===== config.mk =====
export PLATFORM = sky130hd
export DESIGN_NAME = instruction_fetch_responder
export DESIGN_NICKNAME = d
export VERILOG_FILES = /design/src/rtl/instruction_fetch_responder_pkg.sv /design/src/rtl/instruction_fetch_responder_rr_arb.sv /design/src/rtl/instruction_fetch_responder.sv
export SDC_FILE = /design/constraint.sdc
export NUM_CORES = 1
export LEC_CHECK = 0
export ABC_AREA = 0
export CORE_AREA = 2 2 157 159
export CTS_CLUSTER_DIAMETER = 150
export DETAILED_ROUTE_END_ITERATION = 16
export DIE_AREA = 0 0 159 161
export DONT_BUFFER_PORTS = 1
export MAX_ROUTING_LAYER = met4
export PLACE_DENSITY = 0.56
export SLEW_MARGIN = 10
export SYNTH_ARGS = -nofsm -noshare
export SYNTH_HDL_FRONTEND = slang
export SYNTH_SLANG_ARGS = --single-unit

===== constraint.sdc =====
create_clock -name clk_i -period 6.45 [get_ports clk_i]
set_input_delay 1.935 -clock clk_i [delete_from_list [all_inputs] [get_ports clk_i]]
set_output_delay 1.935 -clock clk_i [all_outputs]
set_load 0.05 [all_outputs]

===== src/rtl/instruction_fetch_responder_pkg.sv =====
// Shared definitions for the instruction fetch responder: FSM states and width helpers.
package instruction_fetch_responder_pkg;

  typedef enum logic [1:0] {
    IDLE    = 2'd0,
    FETCH   = 2'd1,
    RESPOND = 2'd2
  } state_e;

  // Index width for n entries; a single entry still needs one bit of storage.
  function automatic int unsigned idx_width(input int unsigned n);
    return (n > 1) ? $clog2(n) : 1;
  endfunction

  // Beat counters must be able to hold the value Beats itself.
  function automatic int unsigned cnt_width(input int unsigned beats);
    return $clog2(beats + 1);
  endfunction

endpackage


===== src/rtl/instruction_fetch_responder_rr_arb.sv =====
// Round-robin arbiter: grants the first requester after the last one served.
module instruction_fetch_responder_rr_arb
  import instruction_fetch_responder_pkg::*;
#(
  parameter  int unsigned NumIn     = 8,
  parameter  int unsigned DataWidth = 32,
  localparam int unsigned IdxW      = idx_width(NumIn)
) (
  input  logic                               clk_i,
  input  logic                               rst_ni,
  input  logic [NumIn-1:0]                   req_i,
  input  logic [NumIn-1:0][DataWidth-1:0]    data_i,
  input  logic                               advance_i,
  output logic [NumIn-1:0]                   gnt_o,
  output logic [IdxW-1:0]                    idx_o,
  output logic [DataWidth-1:0]               data_o
);

  // Last served index; resetting to the top entry makes requester 0 win first.
  logic [IdxW-1:0] last_q;

  // Scan cyclically from last_q+1. The grant stays locked while requesters hold
  // their request, because last_q only moves on an accepted handshake.
  always_comb begin
    int cand;
    logic found;
    cand   = 0;
    found  = 1'b0;
    gnt_o  = '0;
    idx_o  = '0;
    for (int k = 1; k <= int'(NumIn); k++) begin
      cand = int'(last_q) + k;
      if (cand >= int'(NumIn)) cand = cand - int'(NumIn);
      if (!found && req_i[cand]) begin
        found = 1'b1;
        idx_o = IdxW'(cand);
      end
    end
    if (found) gnt_o[idx_o] = 1'b1;
    data_o = data_i[idx_o];
  end

  // Priority pointer advances only when the granted request is taken.
  always_ff @(posedge clk_i or negedge rst_ni) begin
    if (!rst_ni)        last_q <= IdxW'(NumIn - 1);
    else if (advance_i) last_q <= idx_o;
  end

endmodule


===== src/rtl/instruction_fetch_responder.sv =====
// Serves instruction-cache line misses: arbitrates, fetches one instruction per beat
// from the shared instruction memory, and returns the assembled line to its requester.
module instruction_fetch_responder
  import instruction_fetch_responder_pkg::*;
#(
  parameter  int unsigned NumCus           = 8,
  parameter  int unsigned PcWidth          = 32,
  parameter  int unsigned EncInstWidth     = 32,
  parameter  int unsigned CachelineIdxBits = 1,
  localparam int unsigned Beats            = 1 << CachelineIdxBits,
  localparam int unsigned LineAddrW        = PcWidth - CachelineIdxBits
) (
  input  logic                                   clk_i,
  input  logic                                   rst_ni,
  input  logic [NumCus-1:0]                      ic_req_i,
  output logic [NumCus-1:0]                      ic_ready_o,
  input  logic [NumCus-1:0][LineAddrW-1:0]       ic_addr_i,
  output logic [NumCus-1:0]                      ic_valid_o,
  output logic [Beats-1:0][EncInstWidth-1:0]     ic_data_o,
  output logic                                   mem_req_o,
  input  logic                                   mem_gnt_i,
  output logic [PcWidth-1:0]                     mem_addr_o,
  input  logic                                   mem_rvalid_i,
  input  logic [EncInstWidth-1:0]                mem_rdata_i
);

  localparam int unsigned CntW = cnt_width(Beats);
  localparam int unsigned OwnW = idx_width(NumCus);

  typedef logic [LineAddrW-1:0]                 cache_addr_t;
  typedef logic [Beats-1:0][EncInstWidth-1:0]   cache_data_t;

  state_e      state_q, state_d;
  logic [OwnW-1:0] owner_q, owner_d;
  cache_addr_t line_addr_q, line_addr_d;
  logic [CntW-1:0] issue_cnt_q, issue_cnt_d, recv_cnt_q, recv_cnt_d;
  cache_data_t line_q, line_d;

  logic [NumCus-1:0] arb_gnt;
  logic [OwnW-1:0]   arb_idx;
  cache_addr_t       arb_addr;
  logic              hs;

  // Ready is withheld while busy and while reset is asserted.
  assign ic_ready_o = arb_gnt & {NumCus{(state_q == IDLE) && rst_ni}};
  assign hs         = |ic_ready_o;

  instruction_fetch_responder_rr_arb #(
    .NumIn     (NumCus),
    .DataWidth (LineAddrW)
  ) i_arb (
    .clk_i     (clk_i),
    .rst_ni    (rst_ni),
    .req_i     (ic_req_i),
    .data_i    (ic_addr_i),
    .advance_i (hs),
    .gnt_o     (arb_gnt),
    .idx_o     (arb_idx),
    .data_o    (arb_addr)
  );

  // Next-state and output logic for the IDLE -> FETCH -> RESPOND cycle.
  always_comb begin
    state_d     = state_q;
    owner_d     = owner_q;
    line_addr_d = line_addr_q;
    issue_cnt_d = issue_cnt_q;
    recv_cnt_d  = recv_cnt_q;
    line_d      = line_q;
    mem_req_o   = 1'b0;
    mem_addr_o  = '0;
    ic_valid_o  = '0;
    ic_data_o   = '0;
    unique case (state_q)
      IDLE: begin
        if (hs) begin
          owner_d     = arb_idx;
          line_addr_d = arb_addr;
          issue_cnt_d = '0;
          recv_cnt_d  = '0;
          state_d     = FETCH;
        end
      end
      FETCH: begin
        // Address is fixed by issue_cnt_q, so it stays put until granted.
        mem_req_o = (issue_cnt_q < CntW'(Beats));
        if (mem_req_o)
          mem_addr_o = (PcWidth'(line_addr_q) << CachelineIdxBits) | PcWidth'(issue_cnt_q);
        if (mem_req_o && mem_gnt_i) issue_cnt_d = issue_cnt_q + CntW'(1);
        // Data returns in order, so the receive count is the beat index.
        if (mem_rvalid_i) begin
          for (int b = 0; b < int'(Beats); b++)
            if (recv_cnt_q == CntW'(b)) line_d[b] = mem_rdata_i;
          recv_cnt_d = recv_cnt_q + CntW'(1);
          if (recv_cnt_q == CntW'(Beats - 1)) state_d = RESPOND;
        end
      end
      RESPOND: begin
        ic_valid_o[owner_q] = 1'b1;
        ic_data_o           = line_q;
        state_d             = IDLE;
      end
      default: state_d = IDLE;
    endcase
  end

  // State registers; reset drops any line in flight.
  always_ff @(posedge clk_i or negedge rst_ni) begin
    if (!rst_ni) begin
      state_q     <= IDLE;
      owner_q     <= '0;
      line_addr_q <= '0;
      issue_cnt_q <= '0;
      recv_cnt_q  <= '0;
      line_q      <= '0;
    end else begin
      state_q     <= state_d;
      owner_q     <= owner_d;
      line_addr_q <= line_addr_d;
      issue_cnt_q <= issue_cnt_d;
      recv_cnt_q  <= recv_cnt_d;
      line_q      <= line_d;
    end
  end

  a_rvalid_state : assert property (@(posedge clk_i) disable iff (!rst_ni)
    mem_rvalid_i |-> (state_q == FETCH))
    else $fatal(1, "rvalid received outside FETCH");

  a_rvalid_cnt : assert property (@(posedge clk_i) disable iff (!rst_ni)
    mem_rvalid_i |-> (recv_cnt_q < issue_cnt_q))
    else $fatal(1, "rvalid without an outstanding beat");

  for (genvar g = 0; g < int'(NumCus); g++) begin : g_addr_chk
    a_addr_stable : assert property (@(posedge clk_i) disable iff (!rst_ni)
      (ic_req_i[g] && !ic_ready_o[g]) |=> $stable(ic_addr_i[g]))
      else $fatal(1, "cache address changed while waiting for ready");
  end

endmodule

---- After elaboration in Yosys (flattened, before gate mapping) ----
Index checks and enable logic that the tools add are counted.
word-level totals
  word-level logic and storage cells ...... 153
  output and inout bits ................... 113
  bits in registers ....................... 107
cells by class
  add/subtract/negate cells ............... 18
  bitwise operators ....................... 2
  multiplexer cells ....................... 69
  $lt $le $gt $ge ......................... 21
  reduce and logical (&&, ||, !) cells .... 28
  equal/unequal tests ..................... 7
operator list
  cell                                                                                   number
  32-bit 2-to-1 mux                                                                      10
  32-bit by 5-bit greater-or-equal comparator with 1-bit output (second input constant)  8
  32-bit by 5-bit < comparator with 1-bit output (second input constant)                 8
  32-bit by 5-bit subtractor with 32-bit output (second input constant)                  8
  31-bit binary-select mux with 3-bit select                                             1
  64-bit 2-to-1 mux                                                                      1
  32-bit by 2-bit bitwise OR with 32-bit output                                          1
  31-bit 2-to-1 mux                                                                      1
  1-bit 2-to-1 mux                                                                       27
  1-bit binary-select mux with 3-bit select                                              8
  3-bit 2-to-1 mux                                                                       8
  3-bit by 3-bit adder with 4-bit output (second input constant)                         4
  8-bit 2-to-1 mux                                                                       2
  3-bit AND reduction                                                                    5
  2-bit 2-to-1 mux                                                                       6
  2-bit case mux with 2 select lines                                                     3
  1-bit logical AND                                                                      11
  3-bit by 2-bit adder with 4-bit output (second input constant)                         2
  8-bit bitwise AND                                                                      1
  3-bit by 4-bit < comparator with 1-bit output (second input constant)                  2
  2-bit != test (second input constant)                                                  4
  8-bit OR reduction                                                                     1
  1-bit zero test                                                                        7
  1-bit demux with 3-bit select                                                          2
  other kinds (10)                                                                       14

---- Depth between registers and ports, before layout ----
Gate-level depths: netlist (run 1).
  depth in word-level cells ............... 37
  depth in mapped cells ................... 19

---- Modules after synthesis ----
A second synthesis (run 1) with hierarchy kept.
unflattened totals
  cells, all modules ...................... 732
  area, all modules ....................... 8145.3 um^2
by module, submodules not included
  module                              sequential area each (um^2)  cells an instance  area an instance (um^2)  instances
  instruction_fetch_responder         2602.5                       372                4748.3                   1
  instruction_fetch_responder_rr_arb  78.8                         360                3397.0                   1

---- Least setup slack after synthesis (run 1) ----
OpenSTA, ideal clock, no wires.
  kind .................................... reg2out
  from .................................... register i_arb.last_q[0]
  to ...................................... output port ic_ready_o[1]
  cell stages (with the launch flop) ...... 19
  setup slack ............................. -0.493 ns
  arrival time ............................ 5.008 ns
  data required time ...................... 4.515 ns
  cells stage by stage .................... dfstp_2 buf_2 buf_2 buf_2 buf_2 inv_1 ha_1 buf_2 mux2_2 and2_1 mux4_2 a21boi_0 o32a_1 and3_1 buf_2 buf_6 buf_2 nand2_1 nor3b_1
on the way
  word-level cells in the longest chain between the ends .. 34
  elaborated cells on any way between the ends .. 93
  classes of those cells .................. add/sub (16); order compare (10); mux (51); bitwise (1); reduce/logical (15)
RTL lines
  item                                                                                                                                                 RTL line                                  RTL
  from (decl)                                                                                                                                          instruction_fetch_responder_rr_arb.sv:20  logic [IdxW-1:0] last_q;
  from (signal assigned)                                                                                                                               instruction_fetch_responder_rr_arb.sv:45  if (!rst_ni) last_q <= IdxW'(NumIn - 1);
  from (signal assigned)                                                                                                                               instruction_fetch_responder_rr_arb.sv:46  else if (advance_i) last_q <= idx_o;
  3-bit by 1-bit adder with 4-bit output                                                                                                               instruction_fetch_responder_rr_arb.sv:32  cand = int'(last_q) + k;
  32-bit by 5-bit subtractor with 32-bit output or 32-bit by 5-bit greater-or-equal comparator with 1-bit output (tied branches)                       instruction_fetch_responder_rr_arb.sv:33  if (cand >= int'(NumIn)) cand = cand - int'(NumIn);
  32-bit 2-to-1 mux                                                                                                                                    instruction_fetch_responder_rr_arb.sv:33
  1-bit binary-select mux with 3-bit select                                                                                                            instruction_fetch_responder_rr_arb.sv:34  if (!found && req_i[cand]) begin
  1-bit 2-to-1 mux (not written as such) (2 in series)                                                                                                 instruction_fetch_responder_rr_arb.sv:34
  1-bit 2-to-1 mux                                                                                                                                     instruction_fetch_responder_rr_arb.sv:34
  1-bit zero test                                                                                                                                      instruction_fetch_responder_rr_arb.sv:34
  1-bit logical AND                                                                                                                                    instruction_fetch_responder_rr_arb.sv:34
  (+17 left out)                                                                                                                                       --
  1-bit logical AND                                                                                                                                    instruction_fetch_responder_rr_arb.sv:34
  3-bit 2-to-1 mux                                                                                                                                     instruction_fetch_responder_rr_arb.sv:34
  3-bit by 4-bit < comparator with 1-bit output (not written as such) or 3-bit by 1-bit greater-or-equal comparator with 1-bit output (tied branches)  instruction_fetch_responder_rr_arb.sv:39  if (found) gnt_o[idx_o] = 1'b1;
  1-bit logical AND (not written as such)                                                                                                              instruction_fetch_responder_rr_arb.sv:39
  1-bit 2-to-1 mux (not written as such)                                                                                                               instruction_fetch_responder_rr_arb.sv:39
  1-bit demux with 3-bit select                                                                                                                        --
  8-bit 2-to-1 mux *                                                                                                                                   instruction_fetch_responder_rr_arb.sv:39
  8-bit bitwise AND *                                                                                                                                  instruction_fetch_responder.sv:45         assign ic_ready_o = arb_gnt & {NumCus{(state_q == IDLE) && rst_ni}};
  to (decl)                                                                                                                                            instruction_fetch_responder.sv:16         output logic [NumCus-1:0] ic_ready_o,
Every way passes the cells marked *; elsewhere a longest branch is shown, timed or not. The select of a mux whose other input is x is not followed.

---- Final worst setup path (run 1) ----
  from .................................... input port ic_req_i[1]
  to ...................................... output port ic_ready_o[1]
on the way
  word-level cells in the longest chain between the ends .. 31
  elaborated cells on any way between the ends .. 61
  classes of those cells .................. order compare (2); mux (43); bitwise (1); reduce/logical (15)
RTL lines
  item                                                                                                                                                 RTL line                                  RTL
  from (decl)                                                                                                                                          instruction_fetch_responder.sv:15         input logic [NumCus-1:0] ic_req_i,
  1-bit binary-select mux with 3-bit select                                                                                                            instruction_fetch_responder_rr_arb.sv:34
  1-bit 2-to-1 mux (not written as such) (2 in series)                                                                                                 instruction_fetch_responder_rr_arb.sv:34
  1-bit 2-to-1 mux                                                                                                                                     instruction_fetch_responder_rr_arb.sv:34
  1-bit zero test                                                                                                                                      instruction_fetch_responder_rr_arb.sv:34
  1-bit logical AND                                                                                                                                    instruction_fetch_responder_rr_arb.sv:34
  1-bit 2-to-1 mux                                                                                                                                     instruction_fetch_responder_rr_arb.sv:34
  1-bit zero test                                                                                                                                      instruction_fetch_responder_rr_arb.sv:34
  1-bit logical AND                                                                                                                                    instruction_fetch_responder_rr_arb.sv:34
  (+14 left out)                                                                                                                                       --
  1-bit logical AND                                                                                                                                    instruction_fetch_responder_rr_arb.sv:34
  3-bit 2-to-1 mux                                                                                                                                     instruction_fetch_responder_rr_arb.sv:34
  3-bit by 4-bit < comparator with 1-bit output (not written as such) or 3-bit by 1-bit greater-or-equal comparator with 1-bit output (tied branches)  instruction_fetch_responder_rr_arb.sv:39
  1-bit logical AND (not written as such)                                                                                                              instruction_fetch_responder_rr_arb.sv:39
  1-bit 2-to-1 mux (not written as such)                                                                                                               instruction_fetch_responder_rr_arb.sv:39
  1-bit demux with 3-bit select                                                                                                                        --
  8-bit 2-to-1 mux *                                                                                                                                   instruction_fetch_responder_rr_arb.sv:39
  8-bit bitwise AND *                                                                                                                                  instruction_fetch_responder.sv:45
Marks and branches as above.

==> flow_results.org, run 1 <==
** Finish
- Compared with the post-synthesis result, the final layout area differs by 8.42%.
- Number of nets in the final layout :: 1,123
- Combined flip-flop and latch cell area :: 2680 µm²
- Design Area, Final :: 8520 µm²
- For this run, the number of standard cells in the final layout without fillers is 1,156.
- After filler insertion, the fill cell instance count of the layout stands at 2,498.
- Footprint of the multi-input gates :: 4870 µm²
- The post-route netlist has 23.0% of its cells at a drive strength greater than 1.

** Place
- Total cell area at the placement stage :: 8230 µm²
- In this run the tool buffered the top-level ports with 0 buffer cells.
- Number of placed instances with taps included :: 1,139
- Final GP Congestion :: 0.888
- The HPWL after detailed placement is 20.5 mm.

** Outcome
- The flow ran to the end, and the final reports show no timing, DRC or antenna violations.

** Route
- Summed over all layers, the routed wires come to 27.3 mm.
- First DRT Iteration DRCs :: 508
- Summing over every cut layer, the via total after detailed routing is 6,625.
- The first TritonRoute pass finished after 5 iterations.
- Count of nets left with antenna violations after detail routing :: 0
- Routed wirelength normalized by instance count :: 23.6 µm
- DRC :: 0
- Dividing the detail-routed via count by the number of cells gives 5.73.

** Floorplan
- Boundary Pins :: 405
- Horiz. Die Dim :: 159 µm
- For this configuration, the core starts out at a cell density of 32.8%.
- Std-Cell Rows :: 57
- Die extent in y :: 161 µm
- Core area :: 24,000 µm²
- Floorplan die area :: 25,600 µm²

** STA
- The number of pins with negative max-slew slack in the final report was 0.
- Setup repair after global routing left no endpoint under its margin.
- For the final database, setup skew stands at 0.0153 ns.
- The smallest clock period supported by the final layout is computed as 6.09 ns.
- At the pin with the least slew margin, the transition time is 1.04 ns.
- Final setup fails :: 0
- Adding up every negative setup slack in the final design gives 0 ns.
- The worst pin sits at a relative slew slack of 30.5%.
- For this run, the top clock speed supported by timing is 164 MHz.
- The final critical path takes up 94.5% of the cycle.
- The count of final hold-check violations came to 0.

** Clock network
- Clock root buffer :: sky130_fd_sc_hd__clkbuf_16
- CTS Buffer Depth :: 2
- In this run, post-CTS hold repair placed 0 buffers.
- In this run the post-CTS setup repair buffer count came out at 0.
- Clock-pin slew was measured on the worst setup and hold paths at 0.07 ns.
- Clock tree from TritonCTS :: done
- CTS saw 107 sinks.
- Total CTS buffers :: 9
- The H-tree generated during clock tree synthesis spans 3 levels.
- Post-cts sizing count :: 0
- The clock reaches the later pin of the worst-skew pair after 0.35 ns.

** Job
- Max-cap violations in this run came to 0.

** Critical path
- End of the worst register-to-register path :: line_addr_q[11]
- The signal on the critical path passes through mux2_2, mux2_4, o221ai_1, nand2b_1, o311ai_1, nand2_4, nor3b_2, buf_4.
- Sort of element at the end of the critical path :: primary output
- The critical path is of the input port to primary output type.
- Stage delay of the slowest cell on the critical path :: 0.54 ns
- Slack of the worst reg-to-reg path :: 1.36 ns
- Number of buffers and inverters on the critical path :: 1
- Largest delay contributor family on the critical path :: compound AO/OA/AOI/OAI gates
- Arrival time of the worst setup path :: 4.16 ns
- Slowest cell on the critical path :: sky130_fd_sc_hd__o311ai_1
- Maximum fanout count along the critical path :: 8
- Measured in cells, the most critical reg-to-reg path has a length of 12.
- CP Data Required Time :: 4.51 ns
- In this run the critical register-to-register path is launched from i_arb.last_q[0].
- Critical path startpoint category :: input port

** Power
- Internal power summed over all cells :: 0.00305 W
- Per report_power, the combinational group accounts for 74.0% of the total.
- Of the total power, the share spent switching nets is 54.7%.
- Register share of total power :: 17.9%
- Leakage dissipation :: 3.57 nW
- Dividing total power by cell area gives a power density of 790 nW/µm².
- Worst IR drop on VDD :: 0.000599 V
- Switching pwr :: 0.00368 W
- Clock power frac :: 8.1%

** Synthesis
- The synthesized netlist devotes 0.525% of its cell area to XOR and XNOR gates.
- Biggest area consumer among synthesized cells :: sky130_fd_sc_hd__dfrtp_1
- Flops & latches, synth :: 107
- EDFF count, synth :: 0
- By area, the combinational part of the netlist is dominated by simple AND/OR/NAND/NOR gates.
- The share of the Yosys chip area taken by registers is 34.1%.
- Yosys warning total :: 0
- The synthesized netlist devotes 17.0% of its cell area to compound gates.
- Measured against the total synthesized area, the mux share comes to 20.0%.
- Share of synthesized cell area in full adder, half adder and majority cells :: 0.796%
- Counting every instance in the synthesized netlist gives 862.
- Ranking of synthesized cells by area :: sky130_fd_sc_hd__dfrtp_1, sky130_fd_sc_hd__mux2_2, sky130_fd_sc_hd__nand2_1, sky130_fd_sc_hd__and2_1, sky130_fd_sc_hd__o211a_1
- Fraction of the mapped netlist area in simple logic gates :: 22.5%
- Counting every net in the synthesized netlist gives 1,159.
- Among all flip-flop cells after synthesis, the most frequent one is sky130_fd_sc_hd__dfrtp_1.
- Top cell type's share of synthesized area :: 33.1%
- After synthesis the cells add up to 7860 µm².
- Average cell area after synthesis :: 9.12 µm²
- Distinct cell type count after synthesis :: 56
- Async SR Flop Fraction :: 100%

** GRT
- Maximum number of pins on one net before global-route repair :: 110
- The first global-routing pass estimated 40.1 mm of wire.
- Overall track demand over capacity in global routing :: 21.1%
- The via count of the first global-routing pass came to 6,402.
- Number of antenna violations at the first check in global routing :: 2
- Total gr overflow :: 0

** Worst hold path
- Hold path cells :: 1
- Path category of the worst min-delay check :: register to register
- Hold path endpoint :: line_q[18]
- The startpoint identified for the worst hold timing path is line_q[18].
[layer usage]
metal	track usage, %	wire, µm
met5	-	0
met4	7.31	680
met3	5.29	2280
met2	32.9	12800
met1	26.9	11600
[cell usage in the layout (no fill, tap or decap), drive strengths merged, types with 2 or more instances in the layout]
cell / netlist / routed
nand2: 175 / 175
a21boi: 4 / 4
mux2i: 16 / 16
nand3: 41 / 41
o22a: 31 / 31
a32oi: 31 / 31
o21ai: 7 / 7
o21a: 2 / 2
buf: 46 / 29
mux4: 10 / 10
diode: 0 / 2
a21oi: 34 / 34
xnor2: 2 / 2
o221a: 2 / 2
inv: 9 / 13
nand3b: 3 / 3
dfstp: 3 / 3
and3: 32 / 32
nor2b: 5 / 5
nor2: 16 / 16
mux2: 105 / 105
o22ai: 2 / 2
o211a: 32 / 32
a21o: 2 / 2
clkbuf: 30 / 9
ha: 5 / 5
dfrtp: 104 / 104
nor3: 14 / 14
o221ai: 4 / 4
and2: 69 / 69
o211ai: 2 / 2
nand2b: 9 / 9
[layout make-up]
| type | instances | share of cell area [%] |
|---|---|---|
| clock inverters | 6 | 0.661 |
| diodes | 2 | 0.0587 |
| inverters | 9 | 0.397 |
| clock buffers | 9 | 2.64 |
| multi-input cells | 670 | 57.2 |
| well taps | 324 | 4.76 |
| repair buffers | 29 | 2.85 |
| flip-flops and latches | 107 | 31.5 |
[kinds of logic (layout without fill, tap and decap cells)]
family,count (synthesis),in the layout
xor gates and xnor gates,3,3
and+or+nand+nor,368,368
muxes,131,131
other,0,2
adders and majority gates,5,5
DFF,107,107
buffers and inverters,85,53
AOI/OAI and AO/OA,163,163
[flip-flops by register name, summed over array words and instances, names as in the netlist]
| signal | count |
|---|---|
| i_arb.last_q | 3 |
| issue_cnt_q | 2 |
| line_addr_q | 31 |
| line_q | 64 |
| owner_q | 3 |
| recv_cnt_q | 2 |
| state_q | 2 |
[per-stage QoR]
step,utilization [%],hold slack [ns],worst slack (ns),total power (W)
global placement,34.4,0.478,0.389,0.00618
detailed placement,34.4,0.484,0.372,0.00619
CTS,35.5,0.500,0.371,0.00678
floorplan,-,0.471,-0.189,0.00517
global route,35.6,0.510,0.240,0.00723
finish,35.6,0.498,0.358,0.00673
[worst max-delay path by stage]
stage,end,depth (start not counted),start
after floorplan,ic_ready_o[0],10,ic_req_i[1]
after global placement,ic_ready_o[7],8,ic_req_i[1]
after detailed placement,ic_ready_o[1],8,ic_req_i[1]
after CTS,ic_ready_o[1],8,ic_req_i[1]
after global routing,ic_ready_o[5],8,ic_req_i[1]
final,ic_ready_o[1],8,ic_req_i[1]
[cell usage after synthesis, types with 7 or more instances]
| master | count |
|---|---|
| sky130_fd_sc_hd__clkbuf_1 | 30 |
| sky130_fd_sc_hd__nand2b_1 | 8 |
| sky130_fd_sc_hd__nand2_1 | 175 |
| sky130_fd_sc_hd__o22a_1 | 31 |
| sky130_fd_sc_hd__mux2i_1 | 16 |
| sky130_fd_sc_hd__a32oi_1 | 31 |
| sky130_fd_sc_hd__nor2_1 | 16 |
| sky130_fd_sc_hd__nor3_1 | 14 |
| sky130_fd_sc_hd__nand3_1 | 41 |
| sky130_fd_sc_hd__dfrtp_1 | 104 |
| sky130_fd_sc_hd__o211a_1 | 32 |
| sky130_fd_sc_hd__and2_1 | 69 |
| sky130_fd_sc_hd__mux4_2 | 10 |
| sky130_fd_sc_hd__inv_1 | 9 |
| sky130_fd_sc_hd__and3_1 | 32 |
| sky130_fd_sc_hd__a21oi_1 | 29 |
| sky130_fd_sc_hd__o21ai_0 | 7 |
| sky130_fd_sc_hd__mux2_2 | 103 |
| sky130_fd_sc_hd__buf_2 | 35 |
[power by group through the flow]
stage / Clock (W) / Combinational [W] / Sequential (W)
6_report: 0.000546 / 0.00498 / 0.00121
5_1_grt: 0.000607 / 0.00537 / 0.00125
2_1_floorplan: 0 / 0.00403 / 0.00114
4_1_cts: 0.000578 / 0.00500 / 0.00121
3_5_place_dp: 0 / 0.00497 / 0.00122
3_3_place_gp: 0 / 0.00497 / 0.00121
[worst register-to-register path, delay by kind of cell, from the launching register on]
kind,cells,cell delay [ns]
flops,1,0.53
xor+xnor,1,0.46
compound gates,4,0.73
mux,1,0.59
simple gates,2,1.01
fa+ha+maj,1,0.31
buf+inv,3,1.36
No activity file was read; power rests on OpenSTA's default activity.
==> inputs of run 2 (changes only) <==
CELL_PAD_IN_SITES_DETAIL_PLACEMENT = 1   (was default)
CELL_PAD_IN_SITES_GLOBAL_PLACEMENT = 1   (was default)
CORE_AREA = 2 2 160 162   (was 2 2 157 159)
DIE_AREA = 0 0 162 164   (was 0 0 159 161)
PLACE_DENSITY = 0.68   (was 0.56)
REMOVE_ABC_BUFFERS = 1   (was default)
==> flow_results.org, run 2 (synthesis results as in run 1) <==
** STA
- Setup skew after layout :: 0.0111 ns
- The worst pin sits at a relative slew slack of 25.8%.
- Unrepaired setup endpoints after global routing :: false
- The final critical path takes up 94.6% of the cycle.
- The clock period could shrink to 6.10 ns.
- The count of final hold-check violations came to 0.
- Final max-slew violation count :: 0
- Setup violations remaining at the end of the flow were counted as 0.
- Derived from the worst setup path, the maximum achievable clock frequency is 164 MHz.
- For the pin with the worst max-slew slack, the measured transition is 1.11 ns.

** Clock network
- After clock tree synthesis, the setup repair step added 0 buffers.
- Total of hold buffers inserted after clock tree synthesis :: 0
- TritonCTS built the clock tree.
- Clock-pin transition on the worst setup and hold timing paths :: 0.07 ns
- For the worst-skew pair, the clock arrives at the later sink with an insertion delay of 0.36 ns.
- CTS placed an instance of sky130_fd_sc_hd__clkbuf_16 at the clock tree root.
- The clock tree synthesis step divided the H-tree into 3 levels.
- The number of gates resized after CTS was 0.
- For this design, the sink count on the clock tree is 107.
- Total CTS buffers :: 9
- CTS Buffer Depth :: 2

** GRT
- The total overflow left after global routing is 0.
- The first global-routing pass estimated 40.3 mm of wire.
- Number of antenna violations at the first check in global routing :: 0
- Entering global routing, the biggest net connects 110 pins.
- Global routing used 20.5% of the available tracks.
- The via count of the first global-routing pass came to 6,526.

** Worst hold path
- Counting instances, the worst hold path has a depth of 1.
- In this run the worst hold path is classified as register to register.
- HP Start :: line_q[16]

** Power
- Leakage dissipation :: 3.56 nW
- Overall power :: 0.00669 W
- Power per Cell Area :: 786 nW/µm²
- Across the VDD grid, the largest voltage drop is 0.000424 V.

** Critical path
- At the worst endpoint, the required time is 4.51 ns.
- Start of the worst register-to-register path :: i_arb.last_q[1]
- Maximum fanout count along the critical path :: 16
- Number of buffers and inverters on the critical path :: 1
- Critical path type :: input port to primary output
- Largest delay contributor family on the critical path :: compound AO/OA/AOI/OAI gates
- The most critical setup path has its startpoint at ic_req_i[1].
- Counting stages on the worst path, the most repeated cell is sky130_fd_sc_hd__mux2_2.
- Among all stages on the critical path, the largest delay is contributed by sky130_fd_sc_hd__o311ai_1.
- Traced cell by cell, the critical path runs through mux2_2, mux2_2, o221ai_2, a21boi_0, o311ai_1, nand2_4, nor3_1, buf_4.
- Sort of element at the end of the critical path :: primary output
- Arrival time of the worst setup path :: 4.16 ns
- Depth of the worst register-to-register path :: 14
- Critical path startpoint category :: input port
- The largest single stage delay on the critical path is 0.46 ns.
- Cell depth of the worst setup path :: 8

** Floorplan
- Starting density of the core :: 31.7%
- Horiz. Die Dim :: 162 µm
- In this run the standard cell core region covers 24,800 µm².
- Std-Cell Rows :: 58
- The floorplan step defined a die boundary enclosing 26,600 µm².
- Measured along the y axis, the die boundary spans 164 µm.
- Boundary Pins :: 405

** Finish
- In the final layout, flip-flops and latches occupy 2680 µm².
- The library cell used most frequently in the layout, excluding fill and tap cells, is sky130_fd_sc_hd__nand2_1.
- Finished Core Util :: 34.3%
- Number of nets in the final layout :: 1,124
- The largest registers in the layout are line_q: 64 flops, line_addr_q: 31 flops.
- The area growth from synthesis to layout is 8.18%.
- Layout filler cell count :: 2,904
- The register with the most flip-flops in the layout has 64 of them.
- Top library cells by usage in the layout, fill and taps aside :: sky130_fd_sc_hd__nand2_1, sky130_fd_sc_hd__dfrtp_1, sky130_fd_sc_hd__mux2_2, sky130_fd_sc_hd__and2_1, sky130_fd_sc_hd__nand3_1
- Summing all multi-input logic gate instances after layout gives 4830 µm².
- line_q holds more flip-flops than any other register.
- Share of post-route cells with drive strength above 1 :: 22.5%

** Route
- In the final routed layout, each cell accounts on average for 24.0 µm.
- Pre-Repair DR Iteration Count :: 4
- In this run, the number of DRC markers left after iteration 0 of detailed routing was 360.
- Average via count per standard cell :: 5.65
- After detailed routing, the number of remaining DRC violations is 0.
- Overall via count from detail_route :: 6,566
- Count of nets left with antenna violations after detail routing :: 0
- Detailed-route wire length :: 28.0 mm

** Place
- During placement, the flow inserted port buffers numbering 0.
- Final GP Congestion :: 0.870
- The wire-length estimate of the detail-placed layout is 21.5 mm.

** Job
- Number of maximum-capacitance violations :: 0

** Outcome
- The run finished with clean final reports.
run 2: changes by cell type in the layout (fill, tap and decap cells not counted), moves of 2 or more:
cell	change
sky130_fd_sc_hd__nor3_1	+6
sky130_fd_sc_hd__buf_12	-2
sky130_fd_sc_hd__clkinv_8	+3
sky130_fd_sc_hd__nor3_2	-4
sky130_fd_sc_hd__buf_4	+3
sky130_fd_sc_hd__nor3_4	-2
run 2: path summary, 6_finish.rpt:
check                                        to  slack (ns)
worst max-delay path              ic_ready_o[3]        0.35
worst min-delay path                 line_q[16]        0.50
worst max register to register  line_addr_q[12]        1.44
worst min register to register       line_q[16]        0.50
max in group asynchronous       i_arb.last_q[0]        4.97
min in group asynchronous            line_q[39]        1.27
run 2: worst register-to-register path: stages, from the launching register on:
cell and delay (ns):
sky130_fd_sc_hd__dfstp_2 0.54, sky130_fd_sc_hd__inv_1 0.10, sky130_fd_sc_hd__ha_1 0.58, sky130_fd_sc_hd__mux2_2 0.42
sky130_fd_sc_hd__mux2_4 0.29, sky130_fd_sc_hd__o221ai_1 0.24, sky130_fd_sc_hd__buf_4 0.18, sky130_fd_sc_hd__o22ai_1 0.07
sky130_fd_sc_hd__or2_2 0.35, sky130_fd_sc_hd__nand2_4 0.19, sky130_fd_sc_hd__buf_4 0.51, sky130_fd_sc_hd__buf_4 0.69
sky130_fd_sc_hd__mux2_2 0.48, sky130_fd_sc_hd__o22a_1 0.16, sky130_fd_sc_hd__o211a_1 0.10
run 2: layout make-up:
cell class / count / share of cell area (%)
well taps: 330 / 4.86
clock inverters: 7 / 1.00
clock buffers: 9 / 2.65
diodes: 1 / 0.0294
multi-input cells: 670 / 56.9
repair buffers: 30 / 2.65
flip-flops and latches: 107 / 31.5
inverters: 9 / 0.397
run 2: metal layers:
layer | wire length [µm] | up-vias | global-route usage, %
met5 | 0 | - | -
met2 | 14100 | 275 | 35.0
met4 | 179 | 0 | 3.06
met1 | 11500 | 3246 | 25.2
met3 | 2210 | 12 | 4.87
li1 | - | 3033 | -
run 2: power by group:
part           switching [W]  internal [W]  total (W)
logic                0.00314       0.00176    0.00489
clock network       0.000296      0.000278   0.000575
registers           0.000190       0.00103    0.00122
total                0.00362       0.00306    0.00669
run 2: per-stage QoR:
step | worst slack (ns) | cells | hold slack [ns] | TNS [ns] | cell area, µm²
6_report | 0.350 | 1163 | 0.499 | 0 | 8500
5_1_grt | 0.0969 | 1162 | 0.510 | 0 | 8500
4_1_cts | 0.286 | 1162 | 0.504 | 0 | 8500
3_5_place_dp | 0.272 | 1146 | 0.486 | 0 | 8190
3_3_place_gp | 0.317 | 1146 | 0.479 | 0 | 8190
2_1_floorplan | -2.32 | 786 | 0.471 | -15.31 | 7490
==> inputs of run 3 (changes only) <==
PLACE_DENSITY = default   (was 0.68)
PLACE_DENSITY_LB_ADDON = 0.1   (was default)
==> flow_results.org, run 3 (synthesis results as in run 1) <==
** Clock network
- Clock-pin transition on the worst setup and hold timing paths :: 0.08 ns
- Counting every sink on the clock net gives 107.
- Clock latency of the later-clocked register in the worst-skew pair :: 0.36 ns
- Clock tree from TritonCTS :: done
- The clock passes through at most 2 buffers.
- Post-cts sizing count :: 0
- CTS placed an instance of sky130_fd_sc_hd__clkbuf_16 at the clock tree root.
- Clock tree synthesis inserted a total of 9 buffers.
- Buffers inserted to repair hold after CTS numbered 0.
- H-Tree Depth :: 3
- Post-CTS setup repair buffer count :: 0

** Power
- Register share of total power :: 18.4%
- Internal power summed over all cells :: 0.00306 W
- Switching pwr :: 0.00357 W
- The design draws 0.00663 W.
- Clock power frac :: 8.7%
- Combinational share of power :: 72.9%
- Net switching is 53.8% of the power.
- In this run the power density over the cells is 780 nW/µm².
- Leakage dissipation :: 3.57 nW
- IR analysis of the VDD net gives a maximum drop of 0.000557 V.

** Critical path
- The worst setup path is launched from an input port.
- The number of buffers and inverters on the critical path is 1.
- Sort of element at the end of the critical path :: primary output
- Maximum fanout count along the critical path :: 7
- Critical path type :: input port to primary output
- For this run, the slowest stage of the critical path takes 0.54 ns.
- The slowest stage of the critical path is the sky130_fd_sc_hd__o311ai_1 cell.
- STA puts the critical path data arrival time at 4.25 ns.
- Data on the critical path is required at its endpoint by 4.51 ns.
- Worst path cell trace :: mux2_2, mux2_4, o221ai_1, nand2b_1, o311ai_1, nand2_4, nor3_1, buf_4
- Setup slack on the worst reg-to-reg path comes out at 1.91 ns.
- Largest delay contributor family on the critical path :: compound AO/OA/AOI/OAI gates

** Finish
- Biggest regs :: line_q: 64 flops, line_addr_q: 31 flops
- After routing the design area is 8500 µm².
- Leaving out fill and tap cells, the most frequent cell in the layout is sky130_fd_sc_hd__nand2_1.
- Number of nets in the final layout :: 1,124
- Relative to the synthesized area, the layout overhead comes to 8.14%.
- Top library cells by usage in the layout, fill and taps aside :: sky130_fd_sc_hd__nand2_1, sky130_fd_sc_hd__dfrtp_1, sky130_fd_sc_hd__mux2_2, sky130_fd_sc_hd__and2_1, sky130_fd_sc_hd__nand3_1
- The register with the most flip-flops in the layout has 64 of them.
- ANT cells :: 0
- Cells with a size suffix above 1 make up 22.4% of the layout.
- Cells fill 34.2% of the core in the end.
- Top reg by flops :: line_q

** Route
- In the final routed layout, each cell accounts on average for 24.0 µm.
- The count of nets left with antenna violations once routing finished came out at 0.
- The first routing iteration left 302 violations.
- Overall via count from detail_route :: 6,560
- After detailed routing, the number of vias per cell comes to 5.65.
- The first detailed-routing pass took 4 iterations.
- In the routed design, unresolved DRC markers number 0.
- Detailed-route wire length :: 27.9 mm

** STA
- The number of pins with negative max-slew slack in the final report was 0.
- The smallest clock period supported by the final layout is computed as 6.19 ns.
- Clock skew on the completed layout was measured at 0.0140 ns.
- For the pin with the worst max-slew slack, the measured transition is 1.07 ns.
- Based on the critical path, the design can be clocked at up to 162 MHz.
- The count of final hold-check violations came to 0.
- Final hold analysis gives a worst-case slack of 0.501 ns.
- Share of the clock period used by the worst path after layout :: 95.9%
- Setup violations remaining at the end of the flow were counted as 0.
- Unrepaired setup endpoints after global routing :: false
- Slew Limit Headroom :: 28.2%

** Floorplan
- Std-Cell Rows :: 58
- Die extent in y :: 164 µm
- The floorplan step defined a die boundary enclosing 26,600 µm².
- Boundary Pins :: 405
- Core area :: 24,800 µm²
- Horiz. Die Dim :: 162 µm
- For this configuration, the core starts out at a cell density of 31.7%.

** Outcome
- Outcome :: completed

** GRT
- The first global-routing pass estimated 41.2 mm of wire.
- Global routing used 20.8% of the available tracks across all layers.
- Number of antenna violations at the first check in global routing :: 0
- Total gr overflow :: 0
- Entering global routing, the biggest net connects 110 pins.
- Number of global-route vias before repair :: 7,034

** Place
- After legalization and detailed placement, the total HPWL measured 21.1 mm.
- The count of buffers added on input and output ports is 0.
- Final GP Congestion :: 0.782
- Total cell area at the placement stage :: 8180 µm²

** Job
- Max-cap violations in this run came to 0.

** Worst hold path
- Path category of the worst min-delay check :: register to register
## run 3: cell count changes in the layout (fill, tap and decap cells not counted), sizes merged
cell	delta
clkinv	+2
clkinvlp	-1
diode	-1
inv	-1
## run 3: worst paths after layout
kind	start	to	cells past startpoint
setup reg to reg	i_arb.last_q[1]	line_addr_q[8]	13
max in group asynchronous	rst_ni	i_arb.last_q[1]	0
hold / removal	line_q[62]	line_q[62]	1
min in group asynchronous	rst_ni	line_q[46]	0
hold reg to reg	line_q[62]	line_q[62]	1
setup / recovery	ic_req_i[1]	ic_ready_o[3]	8
## run 3: power groups by stage
stage	sequential [W]	clock [W]	combinational (W)
after floorplan	0.00120	0	0.00368
after global placement	0.00121	0	0.00477
after detailed placement	0.00124	0	0.00487
after CTS	0.00123	0.000605	0.00489
after global routing	0.00127	0.000630	0.00525
final	0.00122	0.000574	0.00483
## run 3: through the flow
| stage | setup TNS, ns | std cells | setup slack (ns) |
|---|---|---|---|
| 2_1_floorplan | -15.31 | 786 | -2.32 |
| 3_3_place_gp | 0 | 1146 | 0.286 |
| 3_5_place_dp | 0 | 1146 | 0.280 |
| 4_1_cts | 0 | 1162 | 0.269 |
| 5_1_grt | 0 | 1162 | 0.0622 |
| 6_report | 0 | 1162 | 0.263 |
## run 3: area by class of cell
type                    count  area, µm²
flip-flops and latches    107       2680
multi-input cells         670       4820
repair buffers             30        225
fillers                  2876      16300
clock buffers               9        225
well taps                 330        413
clock inverters             7       93.8
inverters                   9       33.8
## run 3: layer usage
metal,global-route usage (%),up-vias,part of all wire (%)
met4,4.91,0,1.6
li1,-,3028,-
met3,3.99,25,5.8
met1,23.7,3260,40
met2,37.7,247,53
met5,-,-,0
## run 3: worst reg2reg max path, delay by kind of cell, from the launching register on
kind / cells / cell delay (ns)
and+or+nand+nor: 3 / 0.58
buffers and inverters: 3 / 1.09
AOI/OAI and AO/OA: 4 / 0.84
DFF: 1 / 0.54
adders and majority gates: 1 / 0.56
muxes: 2 / 0.86
